`src/rtl/bresenham_ctrl_if.sv`:
```
// Ray request / traced-cell handshake bundle for bresenham_ctrl.
interface bresenham_ctrl_if #(
    parameter int COORD_W = 16
);
    logic               ray_valid;
    logic               ray_ready;
    logic [COORD_W-1:0] ray_major;
    logic [COORD_W-1:0] ray_minor;
    logic               ray_flip_y;
    logic               ray_flip_x;
    logic               ray_flip_identity;
    logic [COORD_W-1:0] ray_origin_x;
    logic [COORD_W-1:0] ray_origin_y;
    logic               cell_valid;
    logic               cell_ready;
    logic [COORD_W-1:0] cell_x;
    logic [COORD_W-1:0] cell_y;
    logic               cell_last;

    modport master (
        output ray_valid, ray_major, ray_minor, ray_flip_y, ray_flip_x,
               ray_flip_identity, ray_origin_x, ray_origin_y, cell_ready,
        input  ray_ready, cell_valid, cell_x, cell_y, cell_last
    );

    modport slave (
        input  ray_valid, ray_major, ray_minor, ray_flip_y, ray_flip_x,
               ray_flip_identity, ray_origin_x, ray_origin_y, cell_ready,
        output ray_ready, cell_valid, cell_x, cell_y, cell_last
    );
endinterface

```
`src/rtl/bresenham_ctrl.sv`:
```
// Bresenham ray tracer: walks a first-octant ray and maps each cell back to its octant.
// Optional BRESENHAM_CTRL_ABORT_EN adds an abort input that drops the ray in flight.
//
// state | meaning
// IDLE  | waiting for a ray, ray_ready=1
// TRACE | emitting cells, cell_valid=1
module bresenham_ctrl #(
    parameter int COORD_W = 16
) (
    input  logic             clk,
    input  logic             rst,
`ifdef BRESENHAM_CTRL_ABORT_EN
    input  logic             abort,
`endif
    bresenham_ctrl_if.slave  bus,
    output logic             busy
);
    localparam int EW = COORD_W + 2;
    localparam logic [0:0] ST_IDLE  = 1'b0;
    localparam logic [0:0] ST_TRACE = 1'b1;

    logic [0:0]            state_q, state_d;
    logic [COORD_W-1:0]    u_q, u_d, v_q, v_d;
    logic signed [EW-1:0]  e_q, e_d;
    logic [COORD_W-1:0]    major_q, major_d, minor_q, minor_d;
    logic [COORD_W-1:0]    org_x_q, org_x_d, org_y_q, org_y_d;
    logic                  flip_x_q, flip_x_d, flip_y_q, flip_y_d, flip_id_q, flip_id_d;

    logic                  abort_w;
    logic                  last_w;
    logic signed [EW-1:0]  min_ext, maj_ext, rmin_ext, rmaj_ext, diff_w;
    logic [COORD_W-1:0]    a_w, b_w, dx_w, dy_w;

`ifdef BRESENHAM_CTRL_ABORT_EN
    assign abort_w = abort;
`else
    assign abort_w = 1'b0;
`endif

    // Zero-extended into the wider signed error domain so 2*minor cannot overflow.
    assign min_ext  = signed'({2'b00, minor_q});
    assign maj_ext  = signed'({2'b00, major_q});
    assign rmin_ext = signed'({2'b00, bus.ray_minor});
    assign rmaj_ext = signed'({2'b00, bus.ray_major});
    assign diff_w   = min_ext - maj_ext;
    assign last_w   = (state_q == ST_TRACE) && (u_q == major_q);

    always_comb begin
        state_d   = state_q;
        u_d       = u_q;
        v_d       = v_q;
        e_d       = e_q;
        major_d   = major_q;
        minor_d   = minor_q;
        org_x_d   = org_x_q;
        org_y_d   = org_y_q;
        flip_x_d  = flip_x_q;
        flip_y_d  = flip_y_q;
        flip_id_d = flip_id_q;
        case (state_q)
            ST_IDLE: begin
                if (bus.ray_valid) begin
                    state_d   = ST_TRACE;
                    u_d       = '0;
                    v_d       = '0;
                    e_d       = rmin_ext + rmin_ext - rmaj_ext;
                    major_d   = bus.ray_major;
                    minor_d   = bus.ray_minor;
                    org_x_d   = bus.ray_origin_x;
                    org_y_d   = bus.ray_origin_y;
                    flip_x_d  = bus.ray_flip_x;
                    flip_y_d  = bus.ray_flip_y;
                    flip_id_d = bus.ray_flip_identity;
                end
            end
            ST_TRACE: begin
                if (abort_w) begin
                    state_d = ST_IDLE;
                end else if (bus.cell_ready) begin
                    if (last_w) begin
                        state_d = ST_IDLE;
                    end else begin
                        u_d = u_q + 1'b1;
                        if (!e_q[EW-1] && (e_q != '0)) begin
                            v_d = v_q + 1'b1;
                            e_d = e_q + diff_w + diff_w;
                        end else begin
                            e_d = e_q + min_ext + min_ext;
                        end
                    end
                end
            end
            default: state_d = ST_IDLE;
        endcase
    end

    always_ff @(posedge clk) begin
        if (rst) begin
            state_q   <= ST_IDLE;
            u_q       <= '0;
            v_q       <= '0;
            e_q       <= '0;
            major_q   <= '0;
            minor_q   <= '0;
            org_x_q   <= '0;
            org_y_q   <= '0;
            flip_x_q  <= 1'b0;
            flip_y_q  <= 1'b0;
            flip_id_q <= 1'b0;
        end else begin
            state_q   <= state_d;
            u_q       <= u_d;
            v_q       <= v_d;
            e_q       <= e_d;
            major_q   <= major_d;
            minor_q   <= minor_d;
            org_x_q   <= org_x_d;
            org_y_q   <= org_y_d;
            flip_x_q  <= flip_x_d;
            flip_y_q  <= flip_y_d;
            flip_id_q <= flip_id_d;
        end
    end

    // Octant mapping: swap first, then negate each axis independently.
    always_comb begin
        a_w  = flip_id_q ? v_q : u_q;
        b_w  = flip_id_q ? u_q : v_q;
        dx_w = flip_x_q ? ('0 - a_w) : a_w;
        dy_w = flip_y_q ? ('0 - b_w) : b_w;
    end

    assign bus.cell_x     = org_x_q + dx_w;
    assign bus.cell_y     = org_y_q + dy_w;
    assign bus.cell_last  = last_w;
    assign bus.cell_valid = (state_q == ST_TRACE);
    assign bus.ray_ready  = (state_q == ST_IDLE);
    assign busy           = (state_q == ST_TRACE);
endmodule
```
`src/flat_wrapper.sv`:
```
// flat-port wrapper written by rule: the top's interface ports become plain ports
module bresenham_ctrl_flat 
#(
    parameter int COORD_W = 16
)
  (clk, rst, busy, bus_ray_valid, bus_ray_major, bus_ray_minor, bus_ray_flip_y, bus_ray_flip_x, bus_ray_flip_identity, bus_ray_origin_x, bus_ray_origin_y, bus_cell_ready, bus_ray_ready, bus_cell_valid, bus_cell_x, bus_cell_y, bus_cell_last);
  bresenham_ctrl_if #(.COORD_W(COORD_W)) bus_i ();
  input  logic clk;
  input  logic rst;
  output logic busy;
  input wire logic [$bits(bus_i.ray_valid)-1:0] bus_ray_valid;
  input wire logic [$bits(bus_i.ray_major)-1:0] bus_ray_major;
  input wire logic [$bits(bus_i.ray_minor)-1:0] bus_ray_minor;
  input wire logic [$bits(bus_i.ray_flip_y)-1:0] bus_ray_flip_y;
  input wire logic [$bits(bus_i.ray_flip_x)-1:0] bus_ray_flip_x;
  input wire logic [$bits(bus_i.ray_flip_identity)-1:0] bus_ray_flip_identity;
  input wire logic [$bits(bus_i.ray_origin_x)-1:0] bus_ray_origin_x;
  input wire logic [$bits(bus_i.ray_origin_y)-1:0] bus_ray_origin_y;
  input wire logic [$bits(bus_i.cell_ready)-1:0] bus_cell_ready;
  output wire logic [$bits(bus_i.ray_ready)-1:0] bus_ray_ready;
  output wire logic [$bits(bus_i.cell_valid)-1:0] bus_cell_valid;
  output wire logic [$bits(bus_i.cell_x)-1:0] bus_cell_x;
  output wire logic [$bits(bus_i.cell_y)-1:0] bus_cell_y;
  output wire logic [$bits(bus_i.cell_last)-1:0] bus_cell_last;
  assign bus_i.ray_valid = bus_ray_valid;
  assign bus_i.ray_major = bus_ray_major;
  assign bus_i.ray_minor = bus_ray_minor;
  assign bus_i.ray_flip_y = bus_ray_flip_y;
  assign bus_i.ray_flip_x = bus_ray_flip_x;
  assign bus_i.ray_flip_identity = bus_ray_flip_identity;
  assign bus_i.ray_origin_x = bus_ray_origin_x;
  assign bus_i.ray_origin_y = bus_ray_origin_y;
  assign bus_i.cell_ready = bus_cell_ready;
  assign bus_ray_ready = bus_i.ray_ready;
  assign bus_cell_valid = bus_i.cell_valid;
  assign bus_cell_x = bus_i.cell_x;
  assign bus_cell_y = bus_i.cell_y;
  assign bus_cell_last = bus_i.cell_last;
  bresenham_ctrl #(.COORD_W(COORD_W)) u_core (.clk(clk), .rst(rst), .bus(bus_i), .busy(busy));
endmodule
```
`config.mk`:
```
export PLATFORM = sky130hd
export DESIGN_NAME = bresenham_ctrl_flat
export DESIGN_NICKNAME = d
export VERILOG_FILES = /design/src/rtl/bresenham_ctrl_if.sv /design/src/rtl/bresenham_ctrl.sv /design/src/flat_wrapper.sv
export SDC_FILE = /design/constraint.sdc
export NUM_CORES = 1
export LEC_CHECK = 0
export CORE_UTILIZATION = 55
export CTS_CLUSTER_SIZE = 30
export DETAILED_ROUTE_END_ITERATION = 8
export HOLD_SLACK_MARGIN = 0.08
export PLACE_DENSITY = 0.76
export SLEW_MARGIN = 40
export SYNTH_ARGS = -nofsm -noshare
export SYNTH_HDL_FRONTEND = slang
export SYNTH_SLANG_ARGS = --single-unit
```
`constraint.sdc`:
```
create_clock -name clk -period 6.6 [get_ports clk]
set_input_delay 1.32 -clock clk [delete_from_list [all_inputs] [get_ports clk]]
set_output_delay 1.32 -clock clk [all_outputs]
set_load 0.01 [all_outputs]
```
==> impl_metrics.csv, run 1 <==
group,metric,value,unit
status,run_status,"finished, violations left",
status,violations,"design-rule violations",
sta,layout_worst_path_cycle_share,0.925,
synthesis,syn_area_per_cell,7.43,µm²
clock_tree,clk_latency,0.43,ns
layout,post_route_cells_drive_above_1_share,0.0479,
hold_path,min-delay-path-class,"flip-flop to flip-flop",
sta,worst_pin_slew,0.769,ns
sta,clock_skew,0.0110,ns
synthesis,synth_cells,1390,
synthesis,yosysTopAreaCellShare,0.229,
clock_tree,cts_tree,"done",
drt,total_detailed_routing_wirelength,28800,µm
global_route,first_global_vias,9169,
placed_design,place.gp.congestion,0.923,
layout,layout_commonest_cell,"sky130_fd_sc_hd__nand2_1",
clock_tree,htreeDepth,4,
sta,unrepaired_setup_endpoints_after_global_routing,"no",
setup_path,critical_path_class,"flip-flop to output pin",
die,coreArea,18200,µm²
global_route,track_usage,0.300,
setup_path,setup.worst_path.end_class,"output pin",
drt,detail_route.iter0.violations,841,
synthesis,synth_enable_flop_cells,0,
sta,setup_total_negative_slack,0,ns
clock_tree,cts_made_buffers,17,
drt,drc,11,
synthesis,synth.yosys.warnings,0,
synthesis,synth.net_count,1566,
synthesis,netlist_area_before_placement,10300,µm²
global_route,grt_most_used_layer,"met2",
drt,drt_pre_antenna_iters,9,
global_route,total_overflow_reported_by_the_global_router,0,
die,rows,49,
drt,routed_via_density,5.90,
die,die_width,139,µm
setup_path,path_cells,"mux2i_1, ha_1, inv_1, mux2i_1, fa_1, a21o_1, a21oi_1, o21bai_1, a31o_2, o41ai_1, o21bai_1, a21oi_1, xnor2_1, clkdlybuf4s50_1",
clock_tree,clk_buf_depth,2,
layout,insertedDiodeCount,0,
sta,period_needed,6.11,ns
sta,final_hold_viol_count,0,
global_route,antenna_found_initial,0,
synthesis,synth_flop_cell,"sky130_fd_sc_hd__dfxtp_1",
setup_path,crit_path_max_fanout,33,
setup_path,critPathBufInv,2,
placed_design,hpwlAfterDp,21200,µm
global_route,grt.met3_usage,0.0435,
setup_path,crit_path_start_kind,"flip-flop",
flow_run,max_cap_viols,0,
sta,setup_viol_count_final,0,
setup_path,cpMaxStageDelayCell,"sky130_fd_sc_hd__dfxtp_2",
layout,total_nets_final,1624,
synthesis,synth.top_cells.by_area,"sky130_fd_sc_hd__dfxtp_1, sky130_fd_sc_hd__ha_1, sky130_fd_sc_hd__nand2_1",
global_route,grt_max_degree,75,
synthesis,synthDominantAreaCellType,"sky130_fd_sc_hd__dfxtp_1",
synthesis,synth_sequential_area_ratio,0.229,
global_route,grt_pass1_wl,46700,µm
sta,max_freq,164,MHz
die,fp.dieH,139,µm
pwr,ir_worst_vdd,0.000207,V
drt,drtAntennaViolNets,0,
clock_tree,cts_sinks,118,
die,dieArea,19300,µm²
clock_tree,cts_resized,0,
setup_path,category_of_cells_accounting_for_the_largest_share_of_critical_path_delay,"compound AO/OA/AOI/OAI gates",
setup_path,timing.critical_path.arrival,4.79,ns
die,floorplan.initialDensity,0.567,
setup_path,worst_path_largest_cell_delay,0.77,ns
layout,areaGrowthSynthToFinish,16.4,%
drt,wire_per_inst,17.0,µm
placed_design,numPortBuffers,106,
sta,fin_worst_hold_slack,0.463,ns
pwr,static-leakage-power,4.89,nW
clock_tree,cts_hold_repair.buffers,0,
synthesis,ys_seq_elements,118,
pwr,power_density,227,nW/µm²
global_route,global_route.usage.met1,0.426,
clock_tree,post-cts-setup-buffers,0,
sta,slew_headroom,0.486,
layout,layout_common_cells,"sky130_fd_sc_hd__nand2_1, sky130_fd_sc_hd__a21oi_1, sky130_fd_sc_hd__dfxtp_1",
die,boundaryPins,107,
drt,vias,9969,
setup_path,critical_path_required,5.28,ns
clock_tree,cts.reportedPaths.clkPinSlew,0.06,ns
global_route,globalRouteMet2Util,0.469,
synthesis,share_of_async_settable_or_async_resettable_flops_after_synthesis,0,
synthesis,netlist-cell-type-count,65,
sta,timing.final.max_slew_violations,0,
clock_tree,root_buffer,"sky130_fd_sc_hd__clkbuf_16",
synth_stat cells (all sizes together) (3+ instances only):
master and number:
nand2 229, a21oi 159, dfxtp 118, nor2 104, ha 99, xnor2 92, xor2 59, inv 58
o21ai 58, clkbuf 43, nor3 41, buf 33, mux2i 31, a21o 20, nand3 18, or3 17
and3 16, a211oi 15, o211ai 15, o21a 15, nand4 14, nor2b 14, nand2b 13, o21bai 13
a31oi 10, or2 9, a31o 7, nor4 7, fa 6, a311oi 5, and2 5, o31ai 5
a211o 4, o22ai 4, a2111oi 3, a221oi 3, nor3b 3, o2111ai 3, o211a 3, o41ai 3
power breakdown:
group          total (mW)  leakage [nW]  internal (mW)  switching (mW)
combinational       0.966          3.64          0.433           0.532
sequential          0.820         0.966          0.757          0.0630
clock               0.941         0.282          0.535           0.406
through the flow:
stage | total power, mW | util | instance area, µm² | instances | setup WS [ns]
floorplan | 1.52 | - | 10300 | 1390 | 1.17
finish | 2.73 | 0.660 | 12000 | 1690 | 0.495
global route | 2.87 | 0.660 | 12000 | 1690 | 0.159
global placement | 1.76 | 0.627 | 11400 | 1658 | 1.13
detailed placement | 1.78 | 0.628 | 11400 | 1658 | 1.01
CTS | 2.72 | 0.660 | 12000 | 1690 | 0.532
worst paths after layout:
check	start	to	slack [ns]	cells past startpoint
worst min register to register	u_core.org_y_q[7]	u_core.org_y_q[7]	0.46	2
worst max register to register	u_core.major_q[1]	u_core.e_q[11]	2.36	17
worst min-delay path	u_core.org_y_q[7]	u_core.org_y_q[7]	0.46	2
worst max-delay path	u_core.flip_id_q	bus_cell_x[14]	0.49	14
logic make-up (layout without fill, tap and decap cells):
group           count (synthesis)  after routing  synth area share
flops                         118            118             0.229
simple gates                  493            493             0.215
fa+ha+maj                     105            105             0.132
compound gates                356            356             0.211
buf+inv                       134            205            0.0535
mux                            33             33            0.0326
xor+xnor                      151            151             0.128
final cells by class:
class,instances,area [µm²]
multi-input cells,1138,7440
fillers,1591,6190
flip-flops and latches,118,2360
repair buffers,115,1130
clock buffers,17,425
well taps,229,287
inverters,58,218
clock inverters,15,158
state kept, by name (all words and copies together), names as in the netlist:
| name | count |
|---|---|
| u_core.flip_y_q | 1 |
| u_core.bus.cell_valid | 1 |
| u_core.org_x_q | 16 |
| u_core.major_q | 16 |
| u_core.e_q | 18 |
| u_core.v_q | 16 |
| u_core.u_q | 16 |
| u_core.org_y_q | 16 |
| u_core.flip_id_q | 1 |
| u_core.minor_q | 16 |
| u_core.flip_x_q | 1 |
layer usage:
layer | vias to the layer above | wire, µm
li1 | 4974 | -
met1 | 4656 | 14000
met2 | 301 | 12600
met3 | 38 | 1760
met4 | 0 | 469
met5 | - | 0
tightest hold or removal path, cell delays in order (launching register included):
cell and delay, ns:
sky130_fd_sc_hd__dfxtp_1 0.32, sky130_fd_sc_hd__nand2_1 0.05, sky130_fd_sc_hd__a21oi_1 0.05
Note: power is estimated with default switching activity, not from simulation.
==> run 2, diff against run 1 <==
--- a/config.mk
+++ b/config.mk
@@ -5,11 +5,12 @@
 export SDC_FILE = /design/constraint.sdc
 export NUM_CORES = 1
 export LEC_CHECK = 0
+export ABC_AREA = 1
 export CORE_UTILIZATION = 55
 export CTS_CLUSTER_SIZE = 30
 export DETAILED_ROUTE_END_ITERATION = 8
 export HOLD_SLACK_MARGIN = 0.08
-export PLACE_DENSITY = 0.76
+export PLACE_DENSITY = 0.75
 export SLEW_MARGIN = 40
 export SYNTH_ARGS = -nofsm -noshare
 export SYNTH_HDL_FRONTEND = slang
==> run 2 against run 1 <==
Against the previous run:
- clock-buffer cell count unchanged
- synthesized area rose by 12%
- worst setup slack improved by 0.50 ns
- critical path type unchanged
- largest power group unchanged
- sequential cell count did not move
- register-to-register slack improved by 0.63 ns
- the run now ends clean
- sequential power grew 2%
- sequential share of layout area fell by 1.9 points
==> impl_metrics.csv, run 2 <==
group,metric,value,unit
sta,max_freq,178,MHz
synthesis,synth.top_cells.by_area,"sky130_fd_sc_hd__dfxtp_1, sky130_fd_sc_hd__nand2_1, sky130_fd_sc_hd__ha_1",
setup_path,cp.depth,15,
synthesis,netlist_area_before_placement,11500,µm²
clock_tree,post-cts-setup-buffers,0,
placed_design,detailed_place.area,12700,µm²
synthesis,synth_cells,1883,
setup_path,crit_path_start_kind,"flip-flop",
pwr,power_density,251,nW/µm²
synthesis,yosysTopAreaCellShare,0.205,
clock_tree,cts_made_buffers,17,
synthesis,ys_seq_elements,118,
hold_path,min-delay-path-class,"flip-flop to flip-flop",
setup_path,timing.critical_path.arrival,4.28,ns
sta,setup_total_negative_slack,0,ns
status,run_status,"finished, final reports clean",
synthesis,yosys-mux-area-fraction,0,
synthesis,share_of_async_settable_or_async_resettable_flops_after_synthesis,0,
drt,drt_pre_antenna_iters,5,
die,coreArea,20400,µm²
synthesis,synth-simple-area-share,0.322,
sta,setup_viol_count_final,0,
die,dieArea,21600,µm²
placed_design,hpwlAfterDp,28300,µm
flow_run,max_cap_viols,0,
placed_design,place.gp.congestion,0.982,
synthesis,syn_area_per_cell,6.13,µm²
pwr,combPwrFrac,0.449,
setup_path,crit_path_to,"bus_cell_y[15]",
global_route,track_usage,0.341,
synthesis,synth_sequential_area_ratio,0.205,
die,floorplan.initialDensity,0.565,
setup_path,ff2ff_path_depth,20,
setup_path,cpMaxStageDelayCell,"sky130_fd_sc_hd__dfxtp_2",
layout,seqCellArea,2360,µm²
synthesis,netlist_top_cells_count,"sky130_fd_sc_hd__nand2_1, sky130_fd_sc_hd__nor2_1, sky130_fd_sc_hd__inv_1",
sta,final_hold_viol_count,0,
layout,areaGrowthSynthToFinish,15.4,%
clock_tree,clk_buf_depth,2,
synthesis,synth.yosys.warnings,0,
clock_tree,clk_latency,0.43,ns
drt,vias,12300,
global_route,total_overflow_reported_by_the_global_router,0,
pwr,p_switching,1.36,mW
setup_path,path_cells,"buf_4, nand2_1, o21ai_2, nor3_2, nor2_1, xor2_1, inv_1, ha_1, a21oi_1, a21boi_0, o21ai_0, nand3_1, nand3_1, xor2_1, clkdlybuf4s50_1",
setup_path,worst_reg2reg_path_endpoint,"u_core.e_q[15]",
sta,fin_worst_hold_slack,0.459,ns
setup_path,critical_path_class,"flip-flop to output pin",
sta,layout_worst_path_cycle_share,0.849,
synthesis,synth_adder_area_share,0.118,
synthesis,synth_xor_area_frac,0.0925,
layout,fillCellCount,2005,
drt,detail_route.iter0.violations,775,
drt,wire_per_inst,16.3,µm
layout,stdcell_area,13300,µm²
layout,insertedDiodeCount,0,
layout,register_with_the_highest_flop_count,"u_core.e_q",
pwr,ir_worst_vdd,0.000153,V
synthesis,main_combinational_cell_family_by_area_after_synthesis,"simple AND/OR/NAND/NOR gates",
sta,slew_headroom,0.457,
placed_design,detailedPlace.worstSlack,1.45,ns
synthesis,complex_gate_fraction_of_the_synthesized_area,0.160,
die,fp.dieH,147,µm
pwr,clkPwrFrac,0.301,
synthesis,synthDominantAreaCellType,"sky130_fd_sc_hd__dfxtp_1",
setup_path,critical_path_required,5.28,ns
pwr,static-leakage-power,6.49,nW
die,boundaryPins,107,
pwr,p_seq_frac,0.249,
layout,total_nets_final,2134,
setup_path,setup.worst_path.end_class,"output pin",
drt,drtAntennaViolNets,0,
clock_tree,cts.reportedPaths.clkPinSlew,0.06,ns
clock_tree,cts_sinks,118,
setup_path,start_point_of_the_critical_path,"u_core.flip_id_q",
synthesis,synth_flop_cell,"sky130_fd_sc_hd__dfxtp_1",
clock_tree,cts_hold_repair.buffers,0,
layout,layout_common_cells,"sky130_fd_sc_hd__nand2_1, sky130_fd_sc_hd__nor2_1, sky130_fd_sc_hd__inv_1",
setup_path,critPathBufInv,3,
setup_path,worst_path_largest_cell_delay,0.73,ns
pwr,swShare,0.407,
setup_path,category_of_cells_accounting_for_the_largest_share_of_critical_path_delay,"compound AO/OA/AOI/OAI gates",
sta,post-route-worst-setup-slack,0.996,ns
drt,routed_via_density,5.50,
clock_tree,cts_resized,0,
synthesis,synth_most_common_cell,"sky130_fd_sc_hd__nand2_1",
sta,period_needed,5.60,ns
layout,multi_input_comb_area,8000,µm²
layout,layout_commonest_cell,"sky130_fd_sc_hd__nand2_1",
pwr,total_power,3.35,mW
layout,number_of_flip_flops_under_the_largest_register_name,18,
drt,total_detailed_routing_wirelength,36500,µm
synthesis,synth_enable_flop_cells,0,
setup_path,timing.reg2reg.setup_slack,2.99,ns
synthesis,synth.net_count,2059,
clock_tree,cts_tree,"done",
sta,worst_pin_slew,0.813,ns
global_route,grt_pass1_wl,58100,µm
setup_path,r2r-start,"u_core.minor_q[6]",
setup_path,crit_path_max_fanout,34,
hold_path,worst_hold_path.num_cells,2,
global_route,first_global_vias,11500,
global_route,grt_max_degree,53,
synthesis,netlist-cell-type-count,45,
clock_tree,htreeDepth,4,
die,die_width,147,µm
sta,unrepaired_setup_endpoints_after_global_routing,"no",
clock_tree,root_buffer,"sky130_fd_sc_hd__clkbuf_16",
die,rows,52,
drt,drc,0,
sta,timing.final.max_slew_violations,0,
pwr,p_int,1.98,mW
placed_design,numPortBuffers,106,
layout,post_route_cells_drive_above_1_share,0.0391,
global_route,antenna_found_initial,0,
sta,clock_skew,0.0145,ns
-- run 2: cell types whose count changed after synthesis, moves of 17 or more --
cell | before | now
sky130_fd_sc_hd__nand2_1 | 229 | 455
sky130_fd_sc_hd__inv_1 | 56 | 226
sky130_fd_sc_hd__nor2_1 | 102 | 241
sky130_fd_sc_hd__o21ai_0 | 37 | 139
sky130_fd_sc_hd__nand3_1 | 18 | 114
sky130_fd_sc_hd__xnor2_1 | 92 | 27
sky130_fd_sc_hd__xor2_1 | 59 | 95
sky130_fd_sc_hd__mux2i_1 | 31 | 0
sky130_fd_sc_hd__or3_1 | 17 | 0
-- run 2: area by class of cell --
type / count / share of cell area
repair buffers: 115 / 0.0846
flip-flops and latches: 118 / 0.177
inverters: 232 / 0.0655
clock inverters: 15 / 0.0151
well taps: 270 / 0.0253
clock buffers: 17 / 0.0319
multi-input cells: 1474 / 0.600
-- run 2: through the flow --
stage / util / instances
after floorplan: - / 1883
after global placement: 0.622 / 2209
after detailed placement: 0.622 / 2209
after CTS: 0.653 / 2241
after global routing: 0.653 / 2241
final: 0.653 / 2241
-- run 2: how the worst min path moves through the flow --
stage	startpoint	end	slack, ns
floorplan	u_core.e_q[0]	u_core.e_q[0]	0.42
global placement	u_core.e_q[0]	u_core.e_q[0]	0.45
detailed placement	u_core.e_q[0]	u_core.e_q[0]	0.45
CTS	u_core.e_q[0]	u_core.e_q[0]	0.46
global route	u_core.e_q[0]	u_core.e_q[0]	0.48
finish	u_core.e_q[0]	u_core.e_q[0]	0.46
-- run 2: worst register-to-register path: stages, from the launching register on --
cell and delay (ns):
sky130_fd_sc_hd__dfxtp_1 0.49, sky130_fd_sc_hd__ha_1 0.34, sky130_fd_sc_hd__a21oi_1 0.23, sky130_fd_sc_hd__o21ai_0 0.13, sky130_fd_sc_hd__a21oi_1 0.32, sky130_fd_sc_hd__o21ai_0 0.21, sky130_fd_sc_hd__xor2_1 0.21, sky130_fd_sc_hd__ha_1 0.40
sky130_fd_sc_hd__nand2_1 0.08, sky130_fd_sc_hd__inv_1 0.09, sky130_fd_sc_hd__nand2_1 0.08, sky130_fd_sc_hd__nor3_1 0.21, sky130_fd_sc_hd__nand2_1 0.11, sky130_fd_sc_hd__nand2_1 0.08, sky130_fd_sc_hd__nand2_1 0.04, sky130_fd_sc_hd__nand3_1 0.14
sky130_fd_sc_hd__nand2_1 0.10, sky130_fd_sc_hd__nand2_1 0.07, sky130_fd_sc_hd__nand3_1 0.07, sky130_fd_sc_hd__nand2_1 0.08, sky130_fd_sc_hd__inv_1 0.03
-- run 2: metal layers --
layer	vias to the layer above	global-route usage	share of wire
met4	0	0.151	0.041
met2	379	0.608	0.48
li1	6251	-	-
met1	5617	0.407	0.43
met3	88	0.0432	0.050
met5	-	0	0
-- run 2: logic make-up after synthesis --
logic type | count (synthesis)
adders and majority gates | 105
AOI/OAI and AO/OA | 352
buffers and inverters | 291
xor gates and xnor gates | 122
and+or+nand+nor | 895
DFF | 118
-- run 2: power groups by stage --
stage	clock, mW	sequential (mW)	combinational, mW
floorplan	0	0.815	1.04
global placement	0	0.847	1.46
detailed placement	0	0.847	1.47
CTS	1.01	0.832	1.49
global route	1.05	0.840	1.67
finish	1.01	0.834	1.50
==> run 3, diff against run 2 <==
==> constraint.sdc (replaced) <==
create_clock -name clk -period 5.34 [get_ports clk]
set_input_delay 1.068 -clock clk [delete_from_list [all_inputs] [get_ports clk]]
set_output_delay 1.068 -clock clk [all_outputs]
set_load 0.01 [all_outputs]
==> run 3 against run 2 <==
Against the previous run:
- non-clock buffer count is 9 higher
- core utilization up 0.10 points
- power grew 21%
- sequential cell count is the same
- register-to-register slack got worse by 1.2 ns
- clock power grew 15%
- worst setup slack got worse by 0.63 ns
- critical path depth is the same
- via count rose by 1.4%
- sequential power up 24%
- hold slack gained 0.014 ns
- critical endpoint unchanged
- highest routed layer unchanged
==> impl_metrics.csv, run 3 (synthesized netlist as in run 2, its figures left out) <==
group,metric,value,unit
status,run_status,"finished, final reports clean",
global_route,grt_pass1_wl,59200,µm
hold_path,min_to,"u_core.e_q[0]",
sta,fin_worst_hold_slack,0.472,ns
pwr,ir_worst_vdd,0.000198,V
drt,drtAntennaViolNets,0,
layout,fillCellCount,2000,
clock_tree,cts_made_buffers,17,
clock_tree,cts_tree,"done",
clock_tree,root_buffer,"sky130_fd_sc_hd__clkbuf_16",
hold_path,worst_hold_path.num_cells,2,
setup_path,ff2ff_path_depth,21,
drt,drt_pre_antenna_iters,7,
pwr,static-leakage-power,6.51,nW
drt,drc,0,
clock_tree,htreeDepth,4,
drt,vias,12500,
setup_path,critical_path_required,4.27,ns
flow_run,max_cap_viols,0,
hold_path,hold_start,"u_core.e_q[0]",
layout,register_with_the_highest_flop_count,"u_core.e_q",
die,rows,52,
drt,total_detailed_routing_wirelength,36900,µm
layout,multi_input_comb_area,8000,µm²
setup_path,setup.worst_path.end_class,"output pin",
placed_design,detailed_place.area,12700,µm²
sta,period_needed,4.98,ns
sta,timing.final.max_slew_violations,0,
placed_design,numPortBuffers,106,
clock_tree,clk_buf_depth,2,
sta,setup_viol_count_final,0,
setup_path,crit_path_max_fanout,6,
sta,unrepaired_setup_endpoints_after_global_routing,"no",
setup_path,r2r-start,"u_core.minor_q[6]",
sta,setup_total_negative_slack,0,ns
layout,layout_commonest_cell,"sky130_fd_sc_hd__nand2_1",
clock_tree,cts_hold_repair.buffers,0,
sta,max_freq,201,MHz
layout,areaGrowthSynthToFinish,15.6,%
drt,detail_route.iter0.violations,952,
die,dieArea,21600,µm²
die,die_width,147,µm
setup_path,timing.reg2reg.setup_slack,1.76,ns
sta,slew_headroom,0.457,
global_route,antenna_found_initial,0,
layout,layout_common_cells,"sky130_fd_sc_hd__nand2_1, sky130_fd_sc_hd__nor2_1, sky130_fd_sc_hd__inv_1",
layout,finalNonFillerCells,2250,
placed_design,cells_after_dpl,2215,
placed_design,place.gp.congestion,0.992,
sta,post-route-worst-setup-slack,0.363,ns
layout,total_nets_final,2143,
setup_path,worst_reg2reg_path_endpoint,"u_core.e_q[14]",
pwr,total_power,4.05,mW
layout,fin_util,0.654,
setup_path,path_cells,"o21ai_1, ha_1, inv_1, nor3_2, nor2_1, xor2_1, inv_1, ha_1, a21oi_1, a21boi_0, o21ai_0, nand3_1, nand3_1, xor2_1, clkdlybuf4s50_1",
global_route,track_usage,0.347,
setup_path,timing.critical_path.arrival,3.91,ns
drt,routed_via_density,5.56,
sta,layout_worst_path_cycle_share,0.932,
clock_tree,cts_sinks,118,
sta,clock_skew,0.0139,ns
clock_tree,clk_latency,0.43,ns
hold_path,min-delay-path-class,"flip-flop to flip-flop",
placed_design,detailedPlace.worstSlack,0.662,ns
layout,seqCellArea,2370,µm²
layout,number_of_flip_flops_under_the_largest_register_name,18,
setup_path,worst_path_largest_cell_delay,0.55,ns
die,coreArea,20400,µm²
placed_design,hpwlAfterDp,28800,µm
sta,worst_pin_slew,0.815,ns
pwr,power_density,303,nW/µm²
sta,final_hold_viol_count,0,
drt,wire_per_inst,16.4,µm
layout,stdcell_area,13400,µm²
die,fp.dieH,147,µm
setup_path,cpMaxStageDelayCell,"sky130_fd_sc_hd__clkdlybuf4s50_1",
layout,insertedDiodeCount,0,
setup_path,crit_path_start_kind,"flip-flop",
global_route,first_global_vias,11700,
die,boundaryPins,107,
die,floorplan.initialDensity,0.565,
layout,post_route_cells_drive_above_1_share,0.0429,
setup_path,start_point_of_the_critical_path,"u_core.v_q[0]",
global_route,grt_max_degree,53,
setup_path,critical_path_class,"flip-flop to output pin",
clock_tree,cts.reportedPaths.clkPinSlew,0.06,ns
global_route,total_overflow_reported_by_the_global_router,0,
[run 3: changes by cell type in the layout (fill, tap and decap cells not counted), sizes merged]
cell and delta:
bufinv -2, clkinv +1, buf +9, clkbuf +1
[run 3: final cells by class]
type,instances,share of cell area
inverter,232,0.0654
tap,270,0.0253
sequential,118,0.177
clock inverter,14,0.0112
timing repair buffer,124,0.0899
multi-input combinational,1474,0.599
clock buffer,18,0.0321
[run 3: worst max path at each step]
stage / cells past startpoint / to / slack [ns]
after floorplan: 18 / bus_cell_y[13] / 1.59
after global placement: 18 / bus_cell_y[14] / 0.70
after detailed placement: 18 / bus_cell_x[15] / 0.66
after global routing: 16 / bus_cell_y[13] / 0.009
final: 15 / bus_cell_y[15] / 0.36
after CTS: 18 / bus_cell_x[14] / 0.18
[run 3: critical path: cells and delay by family (launching register included)]
family | cells | cell delay, ns
flip-flops | 1 | 0.39
AND/OR/NAND/NOR | 4 | 0.49
XOR/XNOR | 2 | 0.29
buffers and inverters | 3 | 0.65
AO/OA/AOI/OAI | 4 | 1.15
adder cells (fa/ha/maj) | 2 | 0.52
[run 3: timing repair]
action,4_1_cts,5_1_grt
setup endpoints to repair,0,11
setup buffers,0,3
gates resized for setup,0,4
[run 3: metal layers]
metal | routed length [µm] | vias to the layer above | track usage
met5 | 0 | - | 0
met4 | 1950 | 0 | 0.179
met3 | 2100 | 114 | 0.0447
met2 | 17400 | 489 | 0.605
met1 | 15400 | 5644 | 0.415
li1 | - | 6261 | -
[run 3: report_power, final]
| part | internal (mW) | switching [mW] | leakage, nW | total [mW] |
|---|---|---|---|---|
| sequential | 0.946 | 0.0791 | 0.972 | 1.03 |
| combinational | 0.730 | 1.14 | 5.26 | 1.87 |
| clock | 0.689 | 0.470 | 0.277 | 1.16 |
